[src/rtl/cpu_pkg.sv]
// Shared CPU-side definitions: SRAM port owner encoding and default bus widths.
package cpu_pkg;

    localparam int unsigned ADDR_W_DEF     = 32;
    localparam int unsigned DATA_W_DEF     = 32;
    localparam int unsigned STARVE_MAX_DEF = 3;

    // Requester that owns the response slot of the SRAM pipeline.
    typedef enum logic [1:0] {
        OWN_NONE = 2'd0,
        OWN_INST = 2'd1,
        OWN_DATA = 2'd2
    } owner_e;

endpackage

[src/rtl/arb_prio.sv]
// Two-input priority arbiter: data normally wins; inst is forced through after
// STARVE_MAX consecutive data grants taken while it was waiting.
module arb_prio #(
    parameter int unsigned STARVE_MAX = 3
) (
    input  logic clk,
    input  logic reset,
    input  logic inst_req,
    input  logic data_req,
    output logic grant_inst,
    output logic grant_data
);

    localparam int unsigned CNT_W = (STARVE_MAX < 1) ? 1 : $clog2(STARVE_MAX + 1);
    localparam logic [CNT_W-1:0] CNT_MAX = CNT_W'(STARVE_MAX);

    logic [CNT_W-1:0] starve_cnt;
    logic             starved;

    // Grants are combinational so the SRAM is enabled in the request cycle.
    always_comb begin
        starved    = (starve_cnt == CNT_MAX);
        grant_inst = !reset && inst_req && (!data_req || starved);
        grant_data = !reset && data_req && !grant_inst;
    end

    // Counts data wins over a waiting fetch; any inst win or idle inst resets it.
    always_ff @(posedge clk) begin
        if (reset) begin
            starve_cnt <= '0;
        end else if (!inst_req || grant_inst) begin
            starve_cnt <= '0;
        end else if (grant_data && !starved) begin
            starve_cnt <= starve_cnt + CNT_W'(1);
        end
    end

endmodule

[src/rtl/sram_arbiter.sv]
// Shares one single-port synchronous SRAM between the fetch and load/store
// ports, one access per cycle, with the response routed one cycle later.
module sram_arbiter
    import cpu_pkg::*;
#(
    parameter int unsigned ADDR_W     = ADDR_W_DEF,
    parameter int unsigned DATA_W     = DATA_W_DEF,
    parameter int unsigned STARVE_MAX = STARVE_MAX_DEF
) (
    input  logic                  clk,
    input  logic                  reset,

    input  logic                  inst_req,
    input  logic [ADDR_W-1:0]     inst_addr,
    output logic                  inst_addr_ok,
    output logic                  inst_data_ok,
    output logic [DATA_W-1:0]     inst_rdata,

    input  logic                  data_req,
    input  logic                  data_wr,
    input  logic [DATA_W/8-1:0]   data_wstrb,
    input  logic [ADDR_W-1:0]     data_addr,
    input  logic [DATA_W-1:0]     data_wdata,
    output logic                  data_addr_ok,
    output logic                  data_data_ok,
    output logic [DATA_W-1:0]     data_rdata,

    output logic                  sram_en,
    output logic [DATA_W/8-1:0]   sram_we,
    output logic [ADDR_W-1:0]     sram_addr,
    output logic [DATA_W-1:0]     sram_wdata,
    input  logic [DATA_W-1:0]     sram_rdata
);

    logic   grant_inst;
    logic   grant_data;
    owner_e owner;

    arb_prio #(
        .STARVE_MAX (STARVE_MAX)
    ) u_arb_prio (
        .clk        (clk),
        .reset      (reset),
        .inst_req   (inst_req),
        .data_req   (data_req),
        .grant_inst (grant_inst),
        .grant_data (grant_data)
    );

    // Grant-cycle SRAM command mux.
    always_comb begin
        inst_addr_ok = grant_inst;
        data_addr_ok = grant_data;
        sram_en      = grant_inst || grant_data;
        sram_we      = (grant_data && data_wr) ? data_wstrb : '0;
        sram_addr    = grant_data ? data_addr : inst_addr;
        sram_wdata   = data_wdata;
    end

    // Remembers who was granted so the next cycle's read data is routed back.
    always_ff @(posedge clk) begin
        if (reset) begin
            owner <= OWN_NONE;
        end else if (grant_data) begin
            owner <= OWN_DATA;
        end else if (grant_inst) begin
            owner <= OWN_INST;
        end else begin
            owner <= OWN_NONE;
        end
    end

    always_comb begin
        inst_data_ok = !reset && (owner == OWN_INST);
        data_data_ok = !reset && (owner == OWN_DATA);
        inst_rdata   = sram_rdata;
        data_rdata   = sram_rdata;
    end

endmodule

[config.mk]
export PLATFORM = sky130hd
export DESIGN_NAME = sram_arbiter
export DESIGN_NICKNAME = d
export VERILOG_FILES = /design/src/rtl/cpu_pkg.sv /design/src/rtl/arb_prio.sv /design/src/rtl/sram_arbiter.sv
export SDC_FILE = /design/constraint.sdc
export NUM_CORES = 1
export LEC_CHECK = 0
export ABC_CLOCK_PERIOD_IN_PS = 3300
export CORE_AREA = 2 2 106 108
export DETAILED_ROUTE_END_ITERATION = 8
export DIE_AREA = 0 0 108 110
export PLACE_DENSITY = 0.56
export SYNTH_ARGS = -nofsm -noshare
export SYNTH_HDL_FRONTEND = slang
export SYNTH_SLANG_ARGS = --single-unit
export TNS_END_PERCENT = 30
[constraint.sdc]
create_clock -name clk -period 3.3 [get_ports clk]
set_clock_uncertainty 0.2 [all_clocks]
set_input_delay 0.33 -clock clk [delete_from_list [all_inputs] [get_ports clk]]
set_output_delay 0.33 -clock clk [all_outputs]
set_load 0.02 [all_outputs]
# [Word level (Yosys, flattened, before mapping)]
# Cells that the tools add are included.
[classes] shifts=0 div=0 add_sub_neg=1 bitwise_logic=0 n_eq_ne=3 n_reduce_logical=18 n_mux=4 magnitude_cmp=0 mul=0
[op_table] operator="$mux W32" n=1
[op_table] operator="$logic_and A1 B1 Y1" n=8
[op_table] operator="$logic_not A1 Y1" n=5
[op_table] operator="$eq A2 B2 Y1 const B" n=2
[op_table] operator="$mux W4" n=1
[op_table] operator="$reduce_or A2 Y1" n=2
[op_table] operator="$logic_or A1 B1 Y1" n=3
[op_table] operator="$add A2 B1 Y2 const B" n=1
[op_table] operator="$eq A2 B1 Y1 const B" n=1
[op_table] operator="$mux W2" n=1
[op_table] operator="$mux W1" n=1
[totals] ram_bits=0 inputBits=137 romBits=0 memories=0 register_bits=4 latch_bits=0

# [Logic depth before layout (Yosys ltp)]
[depth] word_depth=7 depth_mapped=5 depth_no_buf=4

# [Hierarchy]
# Synthesis repeated with hierarchy kept, for this count alone.
[hier_totals] cells_unflattened=153 area_unflattened_um2=1332.5
[modules_own_cells] mod="sram_arbiter" area_each_um2=1229.9 n_inst=1 cells_per_inst=143
[modules_own_cells] mod="arb_prio" area_each_um2=102.6 n_inst=1 cells_per_inst=10

# [Least setup slack after synthesis]
# OpenSTA, ideal clock, no wires.
[synth_path] path_kind="reg-to-output" from="register u_arb_prio.starve_cnt[0]" to="output sram_addr[10]" path_stages_with_launch=6 t_arrival_ns=1.271 slack_ns=1.499 cell_sequence="dfxtp_1 ha_1 a21oi_2 nand2_4 buf_6 mux2_4"
[synth_via] elab_chain_cells=6
[synth_rtl] element="start: declaration" line_no="arb_prio.sv:17" text="logic [CNT_W-1:0] starve_cnt;"
[synth_rtl] element="start signal: assignment" line_no="arb_prio.sv:34" text="starve_cnt <= starve_cnt + CNT_W'(1);"
[synth_rtl] element="$eq A2 B2 Y1" line_no="arb_prio.sv:22" text="starved = (starve_cnt == CNT_MAX);"
[synth_rtl] element="$logic_or A1 B1 Y1" line_no="arb_prio.sv:23" text="grant_inst = !reset && inst_req && (!data_req || starved);"
[synth_rtl] element="$logic_and A1 B1 Y1" line_no="arb_prio.sv:23"
[synth_rtl] element="$logic_not A1 Y1" line_no="arb_prio.sv:24" text="grant_data = !reset && data_req && !grant_inst;"
[synth_rtl] element="$logic_and A1 B1 Y1" line_no="arb_prio.sv:24"
[synth_rtl] element="$mux W32" line_no="sram_arbiter.sv:56" text="sram_addr = grant_data ? data_addr : inst_addr;"
[synth_rtl] element="end: declaration" line_no="sram_arbiter.sv:30" text="output logic [ADDR_W-1:0] sram_addr,"
# Every way passes these cells.

# [Worst setup path after layout]
[layout_path] from="input reset" to="output sram_addr[0]"
[layout_via] elab_chain_cells=6 word_cells_on_any_way=7 classes_between="1 x mux; 6 x reduce/logical"
[layout_rtl] element="start: declaration" line_no="sram_arbiter.sv:11" text="input logic reset,"
[layout_rtl] element="$logic_not A1 Y1 *" line_no="arb_prio.sv:23, arb_prio.sv:24"
[layout_rtl] element="$logic_and A1 B1 Y1 (2 in a row)" line_no="arb_prio.sv:23"
[layout_rtl] element="$logic_not A1 Y1" line_no="arb_prio.sv:24"
[layout_rtl] element="$logic_and A1 B1 Y1 *" line_no="arb_prio.sv:24"
[layout_rtl] element="$mux W32 *" line_no="sram_arbiter.sv:56"
# Mark *: on every way between the ends. The rest lies on a longest branch, timed or not.

==> impl_summary.md <==
Clock tree
The CTS sink count is 4. The clock tree buffer depth is 2. The number of clock buffers inserted by TritonCTS is 3.

The quantity of gates resized following cts is 0. After clock tree synthesis, the flow added hold-fix buffers numbering 0. The count of H-tree levels built during CTS is 1. The clock edge transition at the registers on the reported setup and hold paths is 0.03 ns. Clock tree synthesis selected as its root buffer the cell sky130_fd_sc_hd__clkbuf_8. The buffers inserted during post-CTS setup optimization is 0. At the later pin of the worst-skew pair, clock insertion delay measures 0.22 ns. TritonCTS built the clock tree.

STA
The final critical path takes up 87.35% of the cycle. The hold violation count in the final report is 0. The final number of setup-violating endpoints is 0.

At the pin with the least slew margin, the transition time is 0.3231 ns. The clock period could shrink to 2.883 ns. Setup slack closes at 0.4173 ns. The max-slew violation count was 0. The maximum clock frequency is 0.3469 GHz.

The relative slew slack is 78.46%. Setup repair after global routing left no endpoint under its margin. Hold timing on the final database bottoms out at a slack of 0.2322 ns. Adding up every negative setup slack in the final design gives 0 ns.

Synth
The most common cell in the netlist is sky130_fd_sc_hd__buf_4. The mean instance size in the synthesized netlist is slightly above 9 µm². The share of async-settable or async-resettable flops after synthesis is 0%. The sequential area share after synthesis is between 5 and 6%. The synthesized cell area is about 1400 µm². Yosys printed 0 warnings. The synthesized instance count is 154. The library cell with the largest summed area after synthesis is sky130_fd_sc_hd__buf_4. When the netlist entered floorplanning its net count stood at 292.

The synthesized design contains 0 enable-type register cells. Counting distinct cell types in the post-synthesis netlist gives 16. In this run the biggest area consumer among cell types represents 50.22% of the synthesized area. The top flip-flop cell by instance count after synthesis is sky130_fd_sc_hd__dfxtp_1. Synthesis inferred 4 register bits.

By count the netlist is led by 96 x sky130_fd_sc_hd__buf_4, 28 x sky130_fd_sc_hd__mux2_4. Sorting the synthesized cells by area gives the leading types as sky130_fd_sc_hd__buf_4 50%, sky130_fd_sc_hd__mux2_4 29%, sky130_fd_sc_hd__dfxtp_1 5.6%.

Layout
The fraction of the core area covered by cells at the end of the flow is between 10% and 20%. The ratio of cells with drive above 1 in the final layout is 22.54%. The area used by multi-input combinational logic is 593.1 µm². After routing the design area is between 2000 and 2500 µm².

The layout filler cell count is ~1.2k. The number of nets in the final layout is 313. The repair_antennas step left the layout with diodes totalling 0. Summing all flip-flop and latch instances after layout gives roughly 80 µm².

The signed area change from the synthesized netlist to the final layout is 42.37%.

Worst setup path
The cell depth of the worst flop-to-flop path is 5. The worst setup path category is in2out. The worst setup path is captured at an output port.

At the worst endpoint, the required time is around 2.8 ns. The setup slack of the worst register-to-register path is 1.92 ns. The largest fanout on the critical path is 16. The launching element type of the critical path is an input pin. The arrival time reported for the critical path endpoint is between 2 and 2.5 ns. The worst flop-to-flop path startpoint is u_arb_prio.starve_cnt[0]. The end of the worst register-to-register path is owner[1].

Placement
Routability-driven placement finished with a final weighted congestion of 0.6214. After detailed placement, the total cell area comes to 2002 µm². The placement-stage worst setup slack is 0.3839 ns.

Port buffering added 113 buffers. The detailed-placement wirelength estimate is about 3600 µm.

Die
The initial utilization of the core area, before any placement, comes to around 13%. The placement row count is 38. The floorplan step defined a die boundary enclosing 11880 µm². The die height is around 110 µm.

The die is between 100 and 150 µm wide. During I/O placement, the number of pins put on the boundary was 274. The total area inside the core boundary comes to about 11000 µm².

Drt
The met1 layer wirelength in the final routing is 1226 µm. The amount of wire on met2 after detailed routing is 2315 µm. After the first detailed-routing iteration, the DRC count stood at 18.

The remaining design rule violation count is 0. In the final routed layout, each cell accounts on average for 13.02 µm. The uppermost metal layer occupied by signal nets is met4. After detailed routing, the number of vias per cell comes to roughly 3.1. Summed over all nets, wire length on met3 after detailed routing comes to ~440 µm. The pre-antenna-repair detailed-routing pass consisted of 2 iterations. The number of nets with antenna violations after detailed routing is 0. The total via count in the routed design is a little under 1k. Summed over all layers, the routed wires come to 4075 µm.

GRT
The total overflow left after global routing is 0. The initial antenna violation count is 0. The global-route wire length before repair is 5644 µm. The overall fraction of global-route tracks in use is around 6%. The via count of the first global-routing pass is 1050. The largest net degree at the start of global routing is 19.

Worst hold path
In this run the most critical hold path is launched from u_arb_prio.starve_cnt[0]. The path category of the worst min-delay check is reg2reg. The path with the worst hold slack has its endpoint at u_arb_prio.starve_cnt[0]. Counting instances, the worst hold path has a depth of 1.

Power and ir drop
Of the total power, the clock network draws roughly a quarter. The power per unit of standard cell area is 211.5 nW/µm². Cell internal power was estimated by the tool at about 310 µW. The switching power of the nets is 124.5 µW. Combinational cells account for 64.1% of the total power. The leakage power summed over all cells is 0.0008431 µW. The switching power as a share of total power is 28.81%.

The maximum vdd ir drop is 0.06052 mV. Sequential cells account for 11.9% of the total power.

Run status
The flow ran to the end, and the final reports show no timing, DRC or antenna violations.

Flow run
The number of max-cap violations is 0.
[power groups by stage]
| stage | clock network (µW) | logic [µW] | registers, µW |
|---|---|---|---|
| after CTS | 108 | 283 | 51.2 |
| after detailed placement | 0 | 281 | 51.9 |
| after global routing | 110 | 293 | 51.4 |
| after floorplan | 0 | 288 | 51.7 |
| after global placement | 0 | 278 | 51.9 |
| final | 104 | 277 | 51.3 |
[flip-flops by register name, summed over array words and instances, names as in the netlist]
signal,flops
u_arb_prio.starve_cnt,2
owner,2
[layout make-up]
type	instances	area share, %
repair buffers	115	56.09
multi-input cells	49	29.03
well taps	140	8.573
flip-flops and latches	4	3.919
clock buffers	3	2.021
inverters	2	0.3674
[worst max-delay path, cell delays in order]
cell and delay, ns:
sky130_fd_sc_hd__clkdlybuf4s50_1 0.64, sky130_fd_sc_hd__a21oi_2 0.09, sky130_fd_sc_hd__nand2_4 0.08, sky130_fd_sc_hd__buf_4 0.28
sky130_fd_sc_hd__mux2_2 0.37, sky130_fd_sc_hd__clkdlybuf4s50_1 0.55
[placed cells by master, fill, tap and decap left out]
cell	n
sky130_fd_sc_hd__a21oi_2	1
sky130_fd_sc_hd__and2_1	4
sky130_fd_sc_hd__and3_1	1
sky130_fd_sc_hd__and4b_1	1
sky130_fd_sc_hd__buf_4	2
sky130_fd_sc_hd__clkbuf_8	3
sky130_fd_sc_hd__clkdlybuf4s50_1	113
sky130_fd_sc_hd__dfxtp_1	4
sky130_fd_sc_hd__ha_1	1
sky130_fd_sc_hd__inv_1	2
sky130_fd_sc_hd__mux2_2	4
sky130_fd_sc_hd__mux2_4	28
sky130_fd_sc_hd__nand2_4	1
sky130_fd_sc_hd__nor2_1	2
sky130_fd_sc_hd__nor2b_1	1
sky130_fd_sc_hd__nor3b_1	4
sky130_fd_sc_hd__nor4bb_1	1
[cell families after synthesis]
logic type | Yosys count | synth area share [%]
buffers and inverters | 101 | 53.09
muxes | 32 | 32.43
and+or+nand+nor | 15 | 7.411
DFF | 4 | 5.580
AOI/OAI and AO/OA | 1 | 0.6104
adders and majority gates | 1 | 0.8717
[how the worst max path moves through the flow]
stage | slack (ns) | cells past startpoint | startpoint | to
floorplan | 1.50 | 5 | u_arb_prio.starve_cnt[0] | sram_addr[10]
global placement | 0.42 | 6 | reset | sram_addr[25]
detailed placement | 0.38 | 6 | reset | sram_addr[25]
CTS | 0.38 | 6 | reset | sram_addr[25]
global route | 0.31 | 6 | reset | sram_addr[0]
finish | 0.42 | 6 | reset | sram_addr[0]
[through the flow]
| stage | instances | power (µW) |
|---|---|---|
| after detailed placement | 310 | 333.3 |
| final | 313 | 432.1 |
| after floorplan | 154 | 339.8 |
| after global routing | 313 | 454.1 |
| after global placement | 310 | 330.3 |
| after CTS | 313 | 441.9 |
[layer usage]
layer	vias to the layer above	track usage [%]
met1	434	5.783
met3	17	2.175
met5	-	0
met4	0	3.022
met2	89	11.73
li1	444	-
No activity file was read; power rests on OpenSTA's default activity.
